File: config.mk
export PLATFORM = sky130hd
export DESIGN_NAME = fsm_quicksort_bank_sched
export DESIGN_NICKNAME = d
export VERILOG_FILES = /design/src/rtl/fsm_quicksort_bank_sched.sv
export SDC_FILE = /design/constraint.sdc
export NUM_CORES = 1
export LEC_CHECK = 0
export ABC_AREA = 1
export CAP_MARGIN = 10
export CORE_AREA = 4 4 61 105
export CTS_CLUSTER_DIAMETER = 150
export DETAILED_ROUTE_END_ITERATION = 16
export DIE_AREA = 0 0 65 109
export GPL_ROUTABILITY_DRIVEN = 1
export PLACE_DENSITY = 0.64
export SYNTH_ARGS = -nofsm -noshare
export SYNTH_HDL_FRONTEND = slang
export SYNTH_SLANG_ARGS = --single-unit
export TNS_END_PERCENT = 5
File: constraint.sdc
create_clock -name clk -period 3.6 [get_ports clk]
set_input_delay 0.54 -clock clk [delete_from_list [all_inputs] [get_ports clk]]
set_output_delay 0.54 -clock clk [all_outputs]
set_load 0.01 [all_outputs]
File: src/rtl/fsm_quicksort_bank_sched.sv
// ---------------------------------------------------------------------------
// fsm_quicksort_bank_sched
//
// Sequences BANK_N sort banks through
//   IDLE -> LOADING -> READY -> SORTING -> SORTED -> UNLOADING -> IDLE.
// Banks are handed out strictly round-robin by three pointers (write, sort,
// read), so vectors leave in the order they arrived. This block is the sole
// owner of per-bank status, entry count and error flag.
//
// Ports
//   clk, rst                 clock, asynchronous active-high reset
//   enq_req_i / enq_gnt_o    enqueue FSM bank request / one-cycle grant
//   enq_bank_o               granted bank, held until the next grant
//   enq_done_i, enq_n_i,     load complete pulse with loaded count and
//   enq_err_i                overflow flag
//   sort_start_o, sort_bank_o, sort_n_o   sort engine dispatch
//   sort_done_i, sort_err_i  sort engine completion and error
//   deq_start_o, deq_bank_o, deq_n_o, deq_err_o   dequeue FSM dispatch
//   deq_done_i               unload complete pulse
//   bank_status_o            3 bits per bank, bank 0 in the LSBs
//   proto_err_o              sticky: a done pulse arrived with nothing active
//   busy_o                   any bank not IDLE
// ---------------------------------------------------------------------------
module fsm_quicksort_bank_sched #(
  parameter  int BANK_N = 2,
  parameter  int N      = 16,
  localparam int BW     = (BANK_N > 1) ? $clog2(BANK_N) : 1,
  localparam int NW     = $clog2(N) + 1
) (
  input  logic                  clk,
  input  logic                  rst,
  input  logic                  enq_req_i,
  output logic                  enq_gnt_o,
  output logic [BW-1:0]         enq_bank_o,
  input  logic                  enq_done_i,
  input  logic [NW-1:0]         enq_n_i,
  input  logic                  enq_err_i,
  output logic                  sort_start_o,
  output logic [BW-1:0]         sort_bank_o,
  output logic [NW-1:0]         sort_n_o,
  input  logic                  sort_done_i,
  input  logic                  sort_err_i,
  output logic                  deq_start_o,
  output logic [BW-1:0]         deq_bank_o,
  output logic [NW-1:0]         deq_n_o,
  output logic                  deq_err_o,
  input  logic                  deq_done_i,
  output logic [3*BANK_N-1:0]   bank_status_o,
  output logic                  proto_err_o,
  output logic                  busy_o
);

  localparam logic [2:0] ST_IDLE      = 3'd0;
  localparam logic [2:0] ST_LOADING   = 3'd1;
  localparam logic [2:0] ST_READY     = 3'd2;
  localparam logic [2:0] ST_SORTING   = 3'd3;
  localparam logic [2:0] ST_SORTED    = 3'd4;
  localparam logic [2:0] ST_UNLOADING = 3'd5;

  // Per-bank state
  logic [BANK_N-1:0][2:0]    status_q, status_d;
  logic [BANK_N-1:0][NW-1:0] n_q, n_d;
  logic [BANK_N-1:0]         err_q, err_d;

  // Pointers and activity flags
  logic [BW-1:0] wr_ptr_q, wr_ptr_d;
  logic [BW-1:0] srt_ptr_q, srt_ptr_d;
  logic [BW-1:0] rd_ptr_q, rd_ptr_d;
  logic          load_act_q, load_act_d;
  logic          sort_act_q, sort_act_d;
  logic          deq_act_q, deq_act_d;
  logic          proto_err_q, proto_err_d;
  logic          busy_q, busy_d;

  // Registered outputs
  logic          enq_gnt_q, enq_gnt_d;
  logic [BW-1:0] enq_bank_q, enq_bank_d;
  logic          sort_start_q, sort_start_d;
  logic [BW-1:0] sort_bank_q, sort_bank_d;
  logic [NW-1:0] sort_n_q, sort_n_d;
  logic          deq_start_q, deq_start_d;
  logic [BW-1:0] deq_bank_q, deq_bank_d;
  logic [NW-1:0] deq_n_q, deq_n_d;
  logic          deq_err_q, deq_err_d;

  // Dispatch decisions, taken from registered state only. A pointer whose
  // bank is not in the expected state simply waits: no skipping, so FIFO
  // order of bank usage holds.
  logic grant_s, sort_go_s, sort_real_s, deq_go_s;

  assign grant_s     = enq_req_i && !load_act_q && (status_q[wr_ptr_q] == ST_IDLE);
  assign sort_go_s   = !sort_act_q && (status_q[srt_ptr_q] == ST_READY);
  // Banks with 0 or 1 entries are already sorted; they bypass the engine.
  assign sort_real_s = sort_go_s && (n_q[srt_ptr_q] >= NW'(2));
  assign deq_go_s    = !deq_act_q && (status_q[rd_ptr_q] == ST_SORTED);

  // State and output register with asynchronous reset
  always_ff @(posedge clk or posedge rst) begin
    if (rst) begin
      status_q     <= '0;
      n_q          <= '0;
      err_q        <= '0;
      wr_ptr_q     <= '0;
      srt_ptr_q    <= '0;
      rd_ptr_q     <= '0;
      load_act_q   <= 1'b0;
      sort_act_q   <= 1'b0;
      deq_act_q    <= 1'b0;
      proto_err_q  <= 1'b0;
      busy_q       <= 1'b0;
      enq_gnt_q    <= 1'b0;
      enq_bank_q   <= '0;
      sort_start_q <= 1'b0;
      sort_bank_q  <= '0;
      sort_n_q     <= '0;
      deq_start_q  <= 1'b0;
      deq_bank_q   <= '0;
      deq_n_q      <= '0;
      deq_err_q    <= 1'b0;
    end else begin
      status_q     <= status_d;
      n_q          <= n_d;
      err_q        <= err_d;
      wr_ptr_q     <= wr_ptr_d;
      srt_ptr_q    <= srt_ptr_d;
      rd_ptr_q     <= rd_ptr_d;
      load_act_q   <= load_act_d;
      sort_act_q   <= sort_act_d;
      deq_act_q    <= deq_act_d;
      proto_err_q  <= proto_err_d;
      busy_q       <= busy_d;
      enq_gnt_q    <= enq_gnt_d;
      enq_bank_q   <= enq_bank_d;
      sort_start_q <= sort_start_d;
      sort_bank_q  <= sort_bank_d;
      sort_n_q     <= sort_n_d;
      deq_start_q  <= deq_start_d;
      deq_bank_q   <= deq_bank_d;
      deq_n_q      <= deq_n_d;
      deq_err_q    <= deq_err_d;
    end
  end

  // Next-state logic. Every event below targets a bank in a distinct status,
  // so several events in one cycle never collide on the same bank.
  always_comb begin
    status_d    = status_q;
    n_d         = n_q;
    err_d       = err_q;
    wr_ptr_d    = wr_ptr_q;
    srt_ptr_d   = srt_ptr_q;
    rd_ptr_d    = rd_ptr_q;
    load_act_d  = load_act_q;
    sort_act_d  = sort_act_q;
    deq_act_d   = deq_act_q;
    proto_err_d = proto_err_q;
    busy_d      = 1'b0;

    if (grant_s) begin
      status_d[wr_ptr_q] = ST_LOADING;
      load_act_d         = 1'b1;
      wr_ptr_d           = wr_ptr_q + BW'(1);
    end else begin
      wr_ptr_d = wr_ptr_q;
    end

    if (enq_done_i) begin
      if (load_act_q) begin
        status_d[enq_bank_q] = ST_READY;
        load_act_d           = 1'b0;
        // Overlong loads are clamped and flagged rather than trusted.
        if (enq_n_i > NW'(N)) begin
          n_d[enq_bank_q]   = NW'(N);
          err_d[enq_bank_q] = 1'b1;
        end else begin
          n_d[enq_bank_q]   = enq_n_i;
          err_d[enq_bank_q] = enq_err_i;
        end
      end else begin
        proto_err_d = 1'b1;
      end
    end else begin
      proto_err_d = proto_err_d;
    end

    if (sort_go_s) begin
      if (sort_real_s) begin
        status_d[srt_ptr_q] = ST_SORTING;
        sort_act_d          = 1'b1;
      end else begin
        status_d[srt_ptr_q] = ST_SORTED;
      end
      srt_ptr_d = srt_ptr_q + BW'(1);
    end else begin
      srt_ptr_d = srt_ptr_q;
    end

    if (sort_done_i) begin
      if (sort_act_q) begin
        status_d[sort_bank_q] = ST_SORTED;
        err_d[sort_bank_q]    = err_q[sort_bank_q] | sort_err_i;
        sort_act_d            = 1'b0;
      end else begin
        proto_err_d = 1'b1;
      end
    end else begin
      proto_err_d = proto_err_d;
    end

    if (deq_go_s) begin
      status_d[rd_ptr_q] = ST_UNLOADING;
      deq_act_d          = 1'b1;
      rd_ptr_d           = rd_ptr_q + BW'(1);
    end else begin
      rd_ptr_d = rd_ptr_q;
    end

    if (deq_done_i) begin
      if (deq_act_q) begin
        status_d[deq_bank_q] = ST_IDLE;
        n_d[deq_bank_q]      = '0;
        err_d[deq_bank_q]    = 1'b0;
        deq_act_d            = 1'b0;
      end else begin
        proto_err_d = 1'b1;
      end
    end else begin
      proto_err_d = proto_err_d;
    end

    // busy tracks the status being registered this cycle
    for (int i = 0; i < BANK_N; i++) begin
      busy_d = busy_d | (status_d[i] != ST_IDLE);
    end
  end

  // Output next values: pulses follow the dispatch decision, bank/count
  // fields hold their value until the next dispatch of the same kind.
  always_comb begin
    enq_gnt_d    = grant_s;
    sort_start_d = sort_real_s;
    deq_start_d  = deq_go_s;

    if (grant_s) begin
      enq_bank_d = wr_ptr_q;
    end else begin
      enq_bank_d = enq_bank_q;
    end

    if (sort_real_s) begin
      sort_bank_d = srt_ptr_q;
      sort_n_d    = n_q[srt_ptr_q];
    end else begin
      sort_bank_d = sort_bank_q;
      sort_n_d    = sort_n_q;
    end

    if (deq_go_s) begin
      deq_bank_d = rd_ptr_q;
      deq_n_d    = n_q[rd_ptr_q];
      deq_err_d  = err_q[rd_ptr_q];
    end else begin
      deq_bank_d = deq_bank_q;
      deq_n_d    = deq_n_q;
      deq_err_d  = deq_err_q;
    end
  end

  assign enq_gnt_o     = enq_gnt_q;
  assign enq_bank_o    = enq_bank_q;
  assign sort_start_o  = sort_start_q;
  assign sort_bank_o   = sort_bank_q;
  assign sort_n_o      = sort_n_q;
  assign deq_start_o   = deq_start_q;
  assign deq_bank_o    = deq_bank_q;
  assign deq_n_o       = deq_n_q;
  assign deq_err_o     = deq_err_q;
  assign bank_status_o = status_q;
  assign proto_err_o   = proto_err_q;
  assign busy_o        = busy_q;

endmodule

[After elaboration in Yosys (flattened, before gate mapping)]
Index checks and enable logic that the tools add are counted.
Word-level totals
  flip-flop bits (word level): 43
  latch bits: 0
  memory bits (writable): 0
  bits in read-only memories: 0
  memories kept: 0
Operators by class
  add/subtract/negate cells: 3
  $mul: 0
  divide/modulo/power cells: 0
  order comparisons: 14
  equality and inequality tests: 2
  shift-type cells: 0
  mux-type cells: 77
  bitwise gates (word level): 30
  reductions and logical operators: 17
Operators by type and width (number)
  6-bit 2-to-1 mux: 10
  10-bit 2-to-1 mux: 5
  3-bit 2-to-1 mux: 12
  5-bit 2-to-1 mux: 6
  1-bit 2-to-1 mux: 23
  3-bit demux with 1-bit select: 6
  4-bit AND: 4
  4-bit NOT: 4
  2-bit 2-to-1 mux: 7
  1-bit by 2-bit less-than comparator with 1-bit output (second input constant): 6
  2-bit OR: 6
  1-bit logical AND: 11
  10-bit AND: 1
  10-bit bitwise mux: 1
  5-bit demux with 1-bit select: 2
  10-bit NOT: 1
  8-bit AND: 1
  8-bit NOT: 1
  4-bit OR: 2
  2-bit AND: 3
  6-bit AND: 1
  1-bit greater-or-equal comparator (second input constant): 6
  2-bit NOT: 3
  6-bit NOT: 1
  other kinds (11): 20

[Longest topological paths before layout]
  depth after elaboration: 23
  depth in mapped cells: 13

[Worst setup path before layout]
No wires, ideal clock.
  kind: input to register
  start: in enq_done_i
  end: reg busy_q (netlist: busy_o)
  setup time: 119 ps
  data arrival time: 1318 ps
  slack: 2163 ps
  cell stages on the path: 9
  buffers on the path: 0
  path through: inv_2 nor3_2 inv_2 nand3_1 nand3_2 nand2_2 nand2_1 a21oi_2 nand2_1
On the way
  word-level cells in the longest chain between the ends: 14
  elaborated cells on any way between the ends: 20
  classes of those cells: mux (8); bitwise (10); reduce/logical (2)
RTL lines
  start: declaration: line 35  | input logic enq_done_i,
  6-bit 2-to-1 mux (*): line 167  | if (enq_done_i) begin
  4-bit AND (no source line), or another cell as far along
  6-bit 2-to-1 mux: line 187  | if (sort_real_s) begin
  6-bit 2-to-1 mux (*): line 186  | if (sort_go_s) begin
  4-bit AND (no source line) or 2-bit OR (tied branches)
  6-bit 2-to-1 mux: line 199  | if (sort_act_q) begin
  6-bit 2-to-1 mux (*): line 198  | if (sort_done_i) begin
  4-bit OR (no source line) or 2-bit AND (tied branches)
  6-bit 2-to-1 mux (*): line 210  | if (deq_go_s) begin
  6-bit AND (no source line)
  6-bit 2-to-1 mux: line 219  | if (deq_act_q) begin
  6-bit 2-to-1 mux (*): line 218  | if (deq_done_i) begin
  3-bit nonzero test: line 233  | busy_d = busy_d | (status_d[i] != ST_IDLE);
  1-bit OR (*): line 233
  via busy_d: line 73  | logic busy_q, busy_d;
  end signal: assignment: line 131  | busy_q <= busy_d;
  end: declaration: line 73
Mark *: on every way through the listed nets, which the timed path passes. The rest lies on a longest branch.
A chain may end at the register's enable or synchronous reset.

[Worst setup path after layout]
Same ends and word-level chain as after synthesis.

==> results.md <==
* Ports at 38
* Initial drt markers at 75
* Number of diodes at 0
* Met2 wire len at 2954 microns
* Clock root buffer: clkbuf_8
* Placed inst area at 0.002566 sq mm
* Pre-CTS setup slack at 1365 ps
* Filler Cells Inserted at 555
* Die Wd at 65 microns
* Number of global-route vias before repair at 1871
* R2R depth at 11
* Hold path cells at 2
* Critical path class: in2reg
* DR pass1 iterations at 5
* WHS Endpoint: sort_n_o[3]
* Crit-path max FO at 11
* TritonCTS clock tree: built
* Largest net degree at the start of global routing at 24
* Multi-input logic area at 839.6 sq um
* Rows at 36
* # nets final at 309
* Crit path cell chain: clkdlybuf4s50_1 > nand3_1 > inv_1 > or2_2 > nand4_1 > nand2_1 > a21oi_2 > nand2_1
* Final antenna-violating net count at 0
* EDFF count, synth at 0
* Worst Hold Class: reg2reg
* Sequential-to-total area share from yosys stat at 0.5122
* Final Max Slew Viols at 0
* Die area at 0.007085 sq mm
* Worst setup EP type: flip-flop
* Post-route cell area at 0.002703 sq mm
* Worst-Skew Late Latency at 300 ps
* Tot GR Track Use at 0.1659
* Slowest cell on crit path: clkdlybuf4s50_1
* Max_cap viols at 0
* Worst Skew at 5.041 ps
* Top-count cell post-synth: nand2_1
* Vias/cell at 4.834
* WP data arrival at 2120 ps
* PwrDens at 898.0 mW/mm^2
* First-pass GRT wire length at 8935 microns
* Final period utilization at 0.5334
* RSZ-0062 raised after global routing: no
* Fin Hold WS at 477.2 ps
* Total power at 2.427 mW
* Synth Warn # at 0
* Maximum clock insertion buffer count at 2
* Leading area contributor after synthesis: dfrtp_1
* Post-synthesis cell type count at 27
* Setup violators final at 0
* Core Box Area at 0.005540 sq mm
* Reg-to-reg setup timing slack at 1730 ps
* Port bufs at 37
* HPWL after DPL at 4287 microns
* Setup TNS at 0 ps
* Top FF cell, synth: dfrtp_1
* Synth Instances at 252
* Post-CTS sizing at 0
* Most frequent cells after synthesis: nand2_1 (54), dfrtp_1 (43), inv_1 (33)
* TritonCTS Sinks at 43
* Maximum vdd drop at 0.3927 mV
* GP Congestion at 0.8547
* DR WL met3 at 202 microns
* Met1 WL at 2199 microns
* Clock Pin Slew Worst Setup and Hold Paths at 90 ps
* Static Leakage at 1.341 nW
* H-Tree Depth at 2
* Synth Cell Area at 0.002101 sq mm
* Worst Tran Pin Value at 739.5 ps
* Worst setup margin at 1680 ps
* Vert. Die Dim at 109 microns
* Max incr delay on CP at 480 ps
* Routed Wire Length at 5484 microns
* Yosys top cell area share at 0.5122
* Syn nets at 265
* #FFs+latches synth at 43
* Post-CTS Setup Bufs at 0
* Remaining global-route overflow at 0
* Normalized max-slew margin at 0.5040
* Status: finished clean
* Top Layer Used: met4
* Synthesis-to-layout area growth at 28.65%
* HP Start: sort_n_o[3]
* Register area at 0.001076 sq mm
* Vias at 1803
* Worst Path Required at 3800 ps
* Layout cells sized above 1 at 0.1549
* Syn avg cell area at 8.336 sq um
* Total CTS buffers at 5
* Final min period at 1920 ps
* Final Hold Fails at 0
* RR Endpoint: busy_o
* RR Startpoint: srt_ptr_q
* Initial antenna violation count at 0
* Synth top area cells: dfrtp_1 (51%), nand2_1 (9.6%), inv_1 (5.9%)
* Avg WL per Cell at 14.70 microns
* Startpoint types: input port
* Hold buffers post-CTS at 0
* Crit path top cell by count: nand2_1
* Async S/R FF share, synth at 1.000
* DRC violations left at 0
* Max Clk Rate at 0.5208 GHz
* Starting density of the core at 0.3792
area by class of cell:
cell class                      instances  area share
Sequential cell                        43      0.3981
Inverter                               45     0.06296
Tap cell                               76     0.03519
Clock inverter                          3     0.02500
Timing Repair Buffer                   39      0.1426
Multi-Input combinational cell        162      0.3106
Clock buffer                            5     0.02546
cell usage in the layout (no fill, tap or decap), drive strengths merged, types with 4 or more instances in the layout:
| cell | count |
|---|---|
| inv | 43 |
| nand2 | 66 |
| a21oi | 17 |
| nor2 | 20 |
| a211oi | 4 |
| clkdlybuf4s50 | 37 |
| clkbuf | 5 |
| dfrtp | 43 |
| nand3 | 26 |
| o21ai | 12 |
| a31oi | 5 |
worst max path at each step:
stage,startpoint,to,slack (ps),cells past startpoint
2_1_floorplan,rst,bank_status_o[0],2060,1
3_3_place_gp,enq_done_i,busy_o,1380,8
3_5_place_dp,enq_done_i,busy_o,1370,10
4_1_cts,enq_done_i,busy_o,1680,8
5_1_grt,enq_done_i,busy_o,1480,8
6_report,enq_done_i,busy_o,1680,8
stage by stage:
| step | cells | util |
|---|---|---|
| after global routing | 373 | 0.4878 |
| after global placement | 365 | 0.4632 |
| after detailed placement | 365 | 0.4632 |
| final | 373 | 0.4878 |
| after CTS | 373 | 0.4878 |
| after floorplan | 252 | - |
power by group:
group / switching (mW) / internal (mW)
combinational: 0.615 / 0.464
sequential: 0.197 / 0.695
clock: 0.179 / 0.277
total: 0.992 / 1.44
worst max-delay path: cells and delay by family:
kind | cells | cell delay (ps)
AND/OR/NAND/NOR | 5 | 860
buffers and inverters | 2 | 610
AO/OA/AOI/OAI | 1 | 100
kinds of logic after synthesis:
family,count (synthesis),synth area share
buffers and inverters,47,0.08814
AOI/OAI and AO/OA,45,0.1298
and+or+nand+nor,117,0.2698
DFF,43,0.5122
per-layer routing:
layer,GRT usage,vias to the layer above
met4,0.06808,0
met2,0.3055,40
met5,0,-
met3,0.02887,9
met1,0.1848,851
li1,-,903
flip-flops by register name, indices dropped and copies added, names as in the netlist, 2 cells and up:
name / cells
deq_n_o: 5
sort_n_o: 5
n_q: 10
err_q: 2
bank_status_o: 6
Note: power is estimated with default switching activity, not from simulation.
